<file path="src/rtl/sram_like_arbiter.sv">
// sram_like_arbiter: grants NUM_CH channels onto one req/addr_ok/data_ok memory port and routes in-order responses back through an ID FIFO
module sram_like_arbiter #(
  parameter int NUM_CH      = 2,
  parameter int ADDR_W      = 32,
  parameter int DATA_W      = 32,
  parameter int OUTSTANDING = 4,
  parameter int PRIO_MODE   = 0
) (
  input  logic                         clk,
  input  logic                         reset,
  input  logic [NUM_CH-1:0]            ch_req,
  input  logic [NUM_CH-1:0]            ch_wr,
  input  logic [2*NUM_CH-1:0]          ch_size,
  input  logic [ADDR_W*NUM_CH-1:0]     ch_addr,
  input  logic [DATA_W*NUM_CH-1:0]     ch_wdata,
  output logic [NUM_CH-1:0]            ch_addr_ok,
  output logic [NUM_CH-1:0]            ch_data_ok,
  output logic [DATA_W-1:0]            ch_rdata,
  output logic                         m_req,
  output logic                         m_wr,
  output logic [1:0]                   m_size,
  output logic [ADDR_W-1:0]            m_addr,
  output logic [DATA_W-1:0]            m_wdata,
  input  logic                         m_addr_ok,
  input  logic                         m_data_ok,
  input  logic [DATA_W-1:0]            m_rdata,
  output logic [$clog2(OUTSTANDING):0] pending_cnt,
  output logic                         err
);
  localparam int CW = $clog2(NUM_CH);
  localparam int PW = $clog2(OUTSTANDING);
  logic [CW-1:0] rr_q, rr_d, lock_id_q, lock_id_d, sel, cand, id;
  logic          lock_q, lock_d, err_q, err_d, push, pop, empty, full;
  logic [PW:0]   wr_q, wr_d, rd_q, rd_d, cnt;
  logic [CW-1:0] fifo_q [OUTSTANDING];
  always_comb begin
    sel  = '0;
    cand = '0;
    for (int k = 0; k < NUM_CH; k++) begin
      if (PRIO_MODE == 0 && ch_req[k]) sel = CW'(k);
      cand = CW'((int'(rr_q) + NUM_CH - 1 - k) % NUM_CH);
      if (PRIO_MODE != 0 && ch_req[cand]) sel = cand;
    end
    id          = lock_q ? lock_id_q : sel;
    cnt         = wr_q - rd_q;
    full        = cnt == (PW+1)'(OUTSTANDING);
    empty       = cnt == '0;
    m_req       = !reset && (|ch_req || lock_q) && !full;
    m_wr        = ch_wr[id];
    m_size      = ch_size[2*id +: 2];
    m_addr      = ch_addr[id*ADDR_W +: ADDR_W];
    m_wdata     = ch_wdata[id*DATA_W +: DATA_W];
    push        = m_req && m_addr_ok;
    pop         = !reset && m_data_ok && !empty;
    ch_addr_ok  = push ? NUM_CH'(1) << id : '0;
    ch_data_ok  = pop ? NUM_CH'(1) << fifo_q[rd_q[PW-1:0]] : '0;
    ch_rdata    = m_rdata;
    pending_cnt = reset ? '0 : cnt;
    err         = err_q && !reset;
    wr_d        = wr_q + (PW+1)'(push);
    rd_d        = rd_q + (PW+1)'(pop);
    lock_d      = !push && (lock_q || m_req);
    lock_id_d   = id;
    rr_d        = (PRIO_MODE != 0 && push) ? (id == CW'(NUM_CH-1) ? '0 : id + 1'b1) : rr_q;
    err_d       = err_q || (m_data_ok && empty);
  end
  always_ff @(posedge clk) begin
    if (reset) begin
      wr_q      <= '0;
      rd_q      <= '0;
      lock_q    <= 1'b0;
      lock_id_q <= '0;
      rr_q      <= '0;
      err_q     <= 1'b0;
    end else begin
      wr_q      <= wr_d;
      rd_q      <= rd_d;
      lock_q    <= lock_d;
      lock_id_q <= lock_id_d;
      rr_q      <= rr_d;
      err_q     <= err_d;
    end
  end
  always_ff @(posedge clk) begin
    if (push) fifo_q[wr_q[PW-1:0]] <= id;
  end
endmodule

</file>
<file path="config.mk">
export PLATFORM = sky130hd
export DESIGN_NAME = sram_like_arbiter
export DESIGN_NICKNAME = d
export VERILOG_FILES = /design/src/rtl/sram_like_arbiter.sv
export SDC_FILE = /design/constraint.sdc
export NUM_CORES = 1
export LEC_CHECK = 0
export ABC_AREA = 1
export CAP_MARGIN = 0
export CORE_AREA = 2 2 108 110
export DETAILED_ROUTE_END_ITERATION = 7
export DIE_AREA = 0 0 110 112
export GPL_ROUTABILITY_DRIVEN = 0
export MAX_ROUTING_LAYER = met4
export REMOVE_ABC_BUFFERS = 1
export SYNTH_ARGS = -nofsm -noshare
export SYNTH_HDL_FRONTEND = slang
export SYNTH_SLANG_ARGS = --single-unit
</file>
<file path="constraint.sdc">
create_clock -name clk -period 2.2 [get_ports clk]
set_input_delay 0.44 -clock clk [delete_from_list [all_inputs] [get_ports clk]]
set_output_delay 0.44 -clock clk [all_outputs]
set_load 0.01 [all_outputs]
</file>
# ---- Word-level counts from Yosys, hierarchy flattened
# Memory sizes are Yosys's and may differ from the RTL's. A register that Yosys moved wholly into a read port is not among the register bits.
# Cells that the tools add are included.
dict set report classes {
  add_sub_neg 3
  order_cmp 1
  eq_ne 1
  shifts 5
  n_mux 10
  n_reduce_logical 17
}
# operator count
set op_table {}
lappend op_table {{$shiftx A64 B7 Y32} 2}
lappend op_table {{$logic_and A1 B1 Y1} 8}
lappend op_table {{$add A3 B1 Y3} 2}
lappend op_table {{$mux W1} 6}
lappend op_table {{$mux W2} 3}
lappend op_table {{$logic_not A1 Y1} 4}
lappend op_table {{$shiftx A4 B3 Y2} 1}
lappend op_table {{$shl A1 B1 Y2 const A} 2}
lappend op_table {{$eq A3 B3 Y1 const B} 1}
lappend op_table {{$logic_not A3 Y1} 1}
lappend op_table {{$logic_or A1 B1 Y1} 3}
lappend op_table {{$mux W3} 1}
lappend op_table {{$sub A3 B3 Y3} 1}
lappend op_table {{$lt A1 B2 Y1 const B} 1}
lappend op_table {{$reduce_or A2 Y1} 1}
dict set report word_totals {
  regBits 9
  ram_bits 4
  inputBits 172
  output_inout_bits 108
  word_cells 43
  memories 1
}
# name depth width read_ports rd_clocked_by_memory_dff wr line_no
set mem_list {}
lappend mem_list {fifo_q 4 1 1 1 1 35} ;# logic [CW-1:0] fifo_q [OUTSTANDING];

# ---- Depth between registers and ports, before layout
dict set report depth {
  word_depth 7
  mapped_depth 14
  depth_no_buf 14
}

# ---- Least setup slack after synthesis
# No wires, ideal clock.
dict set report synth_timing {
  path_type {register to register}
  start {register wr_q[0]}
  end {register wr_q[2]}
  setup_ns 0.128
  arrival_ns 2.078
  required_time_ns 2.072
  path_slack_ns -0.005
  path_stages_with_launch 13
  n_path_buf 0
  period_less_slack_ns 2.205
  path_cell_list {dfxtp_1 -> inv_1 -> ha_1 -> inv_1 -> fa_1 -> nor2_1 -> nand3_1 -> nand3_2 -> inv_1 -> ha_1 -> ha_1 -> xnor2_1 -> nor2_1}
}
dict set report synth_between {
  elab_chain_len 6
}
# element line_no
set synth_rtl {}
lappend synth_rtl {{start, declared} 34} ;# logic [PW:0] wr_q, wr_d, rd_q, rd_d, cnt;
lappend synth_rtl {{start signal, assigned} 76} ;# wr_q <= wr_d;
lappend synth_rtl {{$sub A3 B3 Y3} 45} ;# cnt = wr_q - rd_q;
lappend synth_rtl {{$eq A3 B3 Y1} 46} ;# full = cnt == (PW+1)'(OUTSTANDING);
lappend synth_rtl {{$logic_not A1 Y1} 48} ;# m_req = !reset && (|ch_req || lock_q) && !full;
lappend synth_rtl {{$logic_and A1 B1 Y1} 48}
lappend synth_rtl {{$logic_and A1 B1 Y1} 53} ;# push = m_req && m_addr_ok;
lappend synth_rtl {{$add A3 B1 Y3 *} 60} ;# wr_d = wr_q + (PW+1)'(push);
# Mark *: on every way between the ends. The rest lies on a longest branch, timed or not.
# A chain may end at the register's enable or synchronous reset.

# ---- Worst setup path in the final report
dict set report layout_timing {
  start {register wr_q[0]}
  end {output port ch_data_ok[1]}
}
dict set report layout_between {
  elab_chain_len 5
}
# element line_no
set layout_rtl {}
lappend layout_rtl {{$sub A3 B3 Y3} 45}
lappend layout_rtl {{$logic_not A3 Y1} 47} ;# empty = cnt == '0;
lappend layout_rtl {{$logic_not A1 Y1} 54} ;# pop = !reset && m_data_ok && !empty;
lappend layout_rtl {{$logic_and A1 B1 Y1} 54}
lappend layout_rtl {{$mux W2} 56} ;# ch_data_ok = pop ? NUM_CH'(1) << fifo_q[rd_q[PW-1:0]] : '0;
lappend layout_rtl {{end, declared} 17} ;# output logic [NUM_CH-1:0] ch_data_ok,
# Every way passes these cells.

==> impl_results.md <==
* Gate Count Post-Synth at 344
* Post-DP Area at 3980 µm²
* Vias per cell at 4.03
* Final ANT Viol Nets at 0
* Final hold violation count at 0
* Final setup fails at 6
* Syn Std Cell Area at 1800 µm²
* Dpl cells at 672
* Die Y-Extent at 112 µm
* CTS Buf Count at 3
* Post-route setup TNS at -0.257 ns
* Peak Freq at 440 MHz
* Layout cells sized above 1 at 11.8%
* Largest area contributor in the netlist: nand2_1
* MaxCap Viol Count at 0
* Fin util at 37.6%
* RSZ-0062 raised after global routing: true
* Clock tree sinks at 13
* Hold_sp: err_q$_SDFF_PP0_
* H-tree levels at 1
* Yosys warns at 0
* Place WS at -0.379 ns
* Crit path capture type: output pin
* Largest net degree at the start of global routing at 22
* PD cells at 409 nW/µm²
* Max clock buf depth at 2
* Initial antenna violation count at 0
* Fin crit period at 2.28 ns
* Routed wl met3 at 1170 µm
* Critical path peak fanout at 3
* Final instance area at 4200 µm²
* Initial Utilization at 16.1%
* Syn Area/Cell at 5.24 µm²
* DRC viols at 0
* Max layer used: met4
* Register area share after synthesis at 16.7%
* Hold endpoint: err_q$_SDFF_PP0_
* Pwr Total at 1.72 mW
* Cell with the most instances after synthesis: nand2_1
* Worst slew pin tran at 0.304 ns
* Overall Global Routing Usage at 17.7%
* First-pass GRT wire length at 15700 µm
* DP HPWL at 8780 µm
* Most frequent cells after synthesis: 219 x nand2_1, 32 x buf_4, 22 x nor2_1
* Width of the die at 110 µm
* Critical Path Source Type: flip-flop
* Vias in the first global route at 2841
* Slew Viols, Final at 0
* Metal1 wirelength at 4610 µm
* Number of flops mapped to enable cells by yosys at 4
* Worst R2R Start: wr_q[0]$_SDFF_PP0_
* Outcome: finished, violations left
* Hold_ws at 0.474 ns
* Pleak at 2.16 nW
* Clk slew on worst S/H paths at 0.05 ns
* Latest clock arrival within the worst-skew pair at 0.24 ns
* CP arrival at 1.84 ns
* I/O pin count at 280
* Critical path data required time at 1.76 ns
* Violated checks: negative setup slack
* Ant. Diodes at 0
* Async SR Flop Fraction at 0%
* WL per Instance at 15.7 µm
* First-pass detailed-route iteration total at 4
* R2R Path End: rd_q[1]$_SDFF_PP0_
* Slew margin rel. at 79.8%
* WS Path Type: flip-flop to output pin
* Core area at 11200 µm²
* Die area at 12300 µm²
* Grt ovf at 0
* Tcrit/Tclk final at 103%
* Non-filler instance count after layout at 685
* DR WL met2 at 4870 µm
* Area contributors post-synth: nand2_1 46%, buf_4 13%, dfxtp_1 10%
* Reg2Reg Depth at 14
* Netlist cell types at 18
* Via count at 2763
* Number of port buffers at 215
* Worst hold stages at 2
* CTS tree: done
* HP Class: flip-flop to flip-flop
* Nets@finish at 721
* Top-area cell type share of the netlist area at 45.6%
* Area growth syn-to-layout at 133%
* Setup Skew at 0.00386 ns
* CTS Root Cell: clkbuf_16
* Peak supply drop at 0.192 mV
* R2r setup slk at -0.02 ns
* Synth Flop Type: dfxtp_1
* WL final at 10700 µm
* Rows at 39
* Initial DRC count at 121
* #FFs+latches synth at 13
* PnR worst setup slack at -0.0752 ns
==> logic make-up after synthesis <==
family,after synthesis,synth area share [%]
fa+ha+maj,6,4.58
xor+xnor,2,0.972
flops,13,16.7
buf+inv,69,23.0
simple gates,251,53.9
compound gates,3,0.833
==> critical path: stages (launching register included) <==
cell and delay [ns]:
dfxtp_2 0.32, inv_2 0.07, ha_4 0.12, inv_2 0.03, fa_2 0.53, nor2_2 0.05
buf_4 0.13, nand2_2 0.05, nand3_2 0.08, nor2_1 0.08, buf_2 0.13
==> worst max path at each step <==
stage / startpoint / endpoint / slack, ns / cells after the start
floorplan: wr_q[0]$_SDFF_PP0_ / wr_q[2]$_SDFF_PP0_ / 0.008 / 12
global route: wr_q[0]$_SDFF_PP0_ / ch_data_ok[1] / -0.15 / 10
detailed placement: ch_req[1] / m_wdata[26] / -0.38 / 8
finish: wr_q[0]$_SDFF_PP0_ / ch_data_ok[1] / -0.08 / 10
global placement: ch_req[1] / m_wdata[26] / -0.37 / 8
CTS: wr_q[0]$_SDFF_PP0_ / ch_data_ok[0] / -0.1 / 10
==> cell type report <==
cell class | count | area, µm²
repair buffers | 241 | 2400
fillers | 1196 | 6970
clock inverters | 1 | 5.00
multi-input cells | 262 | 1150
flip-flops and latches | 13 | 304
inverters | 22 | 90.1
clock buffers | 3 | 75.1
well taps | 143 | 179
==> where the power goes <==
| group | switching, mW | internal (mW) |
|---|---|---|
| Combinational | 0.494 | 0.611 |
| Sequential | 0.00802 | 0.265 |
| Clock | 0.0976 | 0.241 |
| Total | 0.600 | 1.12 |
==> sequential cells by signal, indices dropped and copies added, names as in the netlist, named ones only <==
signal,cells
lock_id_q,1
fifo_q,4
wr_q,3
err_q,1
rd_q,3
==> repair_timing <==
item                                    4_1_cts  5_1_grt
gates cloned                                  4        0
hold buffers                                  0        0
endpoints found under the setup margin       79       17
resized for setup                           131       16
setup buffers                                 5        0
pin swaps                                     9        5
==> cells in the final DEF (no fill, tap or decap) <==
cell             Yosys  routed
inv_8                0       1
buf_2               11      10
a21oi_1              3       3
xnor2_1              2       2
clkbuf_16            0       3
inv_1               21      18
clkbuf_2             0       1
nand3_2              2       4
fa_2                 0       1
ha_4                 0       1
nor2_2               0       1
buf_16               0       2
bufbuf_16            0       2
buf_8                0       1
dlygate4sd2_1        0      57
dfxtp_1              9       6
inv_2                1       3
clkinv_2             0       1
buf_6                3       1
nand2_2              1       6
dfxtp_2              0       3
nand2_8              0       1
buf_12               0       6
ha_2                 0       1
clkdlybuf4s15_1      0       9
ha_1                 5       3
edfxtp_1             4       4
clkdlybuf4s50_1      0     138
nor2_1              22      21
buf_4               32      14
nand3_4              0       1
nand2_1            219     214
nand3_1              6       3
==> layer usage <==
metal  global-route usage, %  vias to the layer above
met5                       -                        -
met2                    27.0                      166
met1                    22.1                     1209
li1                        -                     1380
met3                    7.79                        8
met4                    2.19                        0
Note: power is estimated with default switching activity, not from simulation.
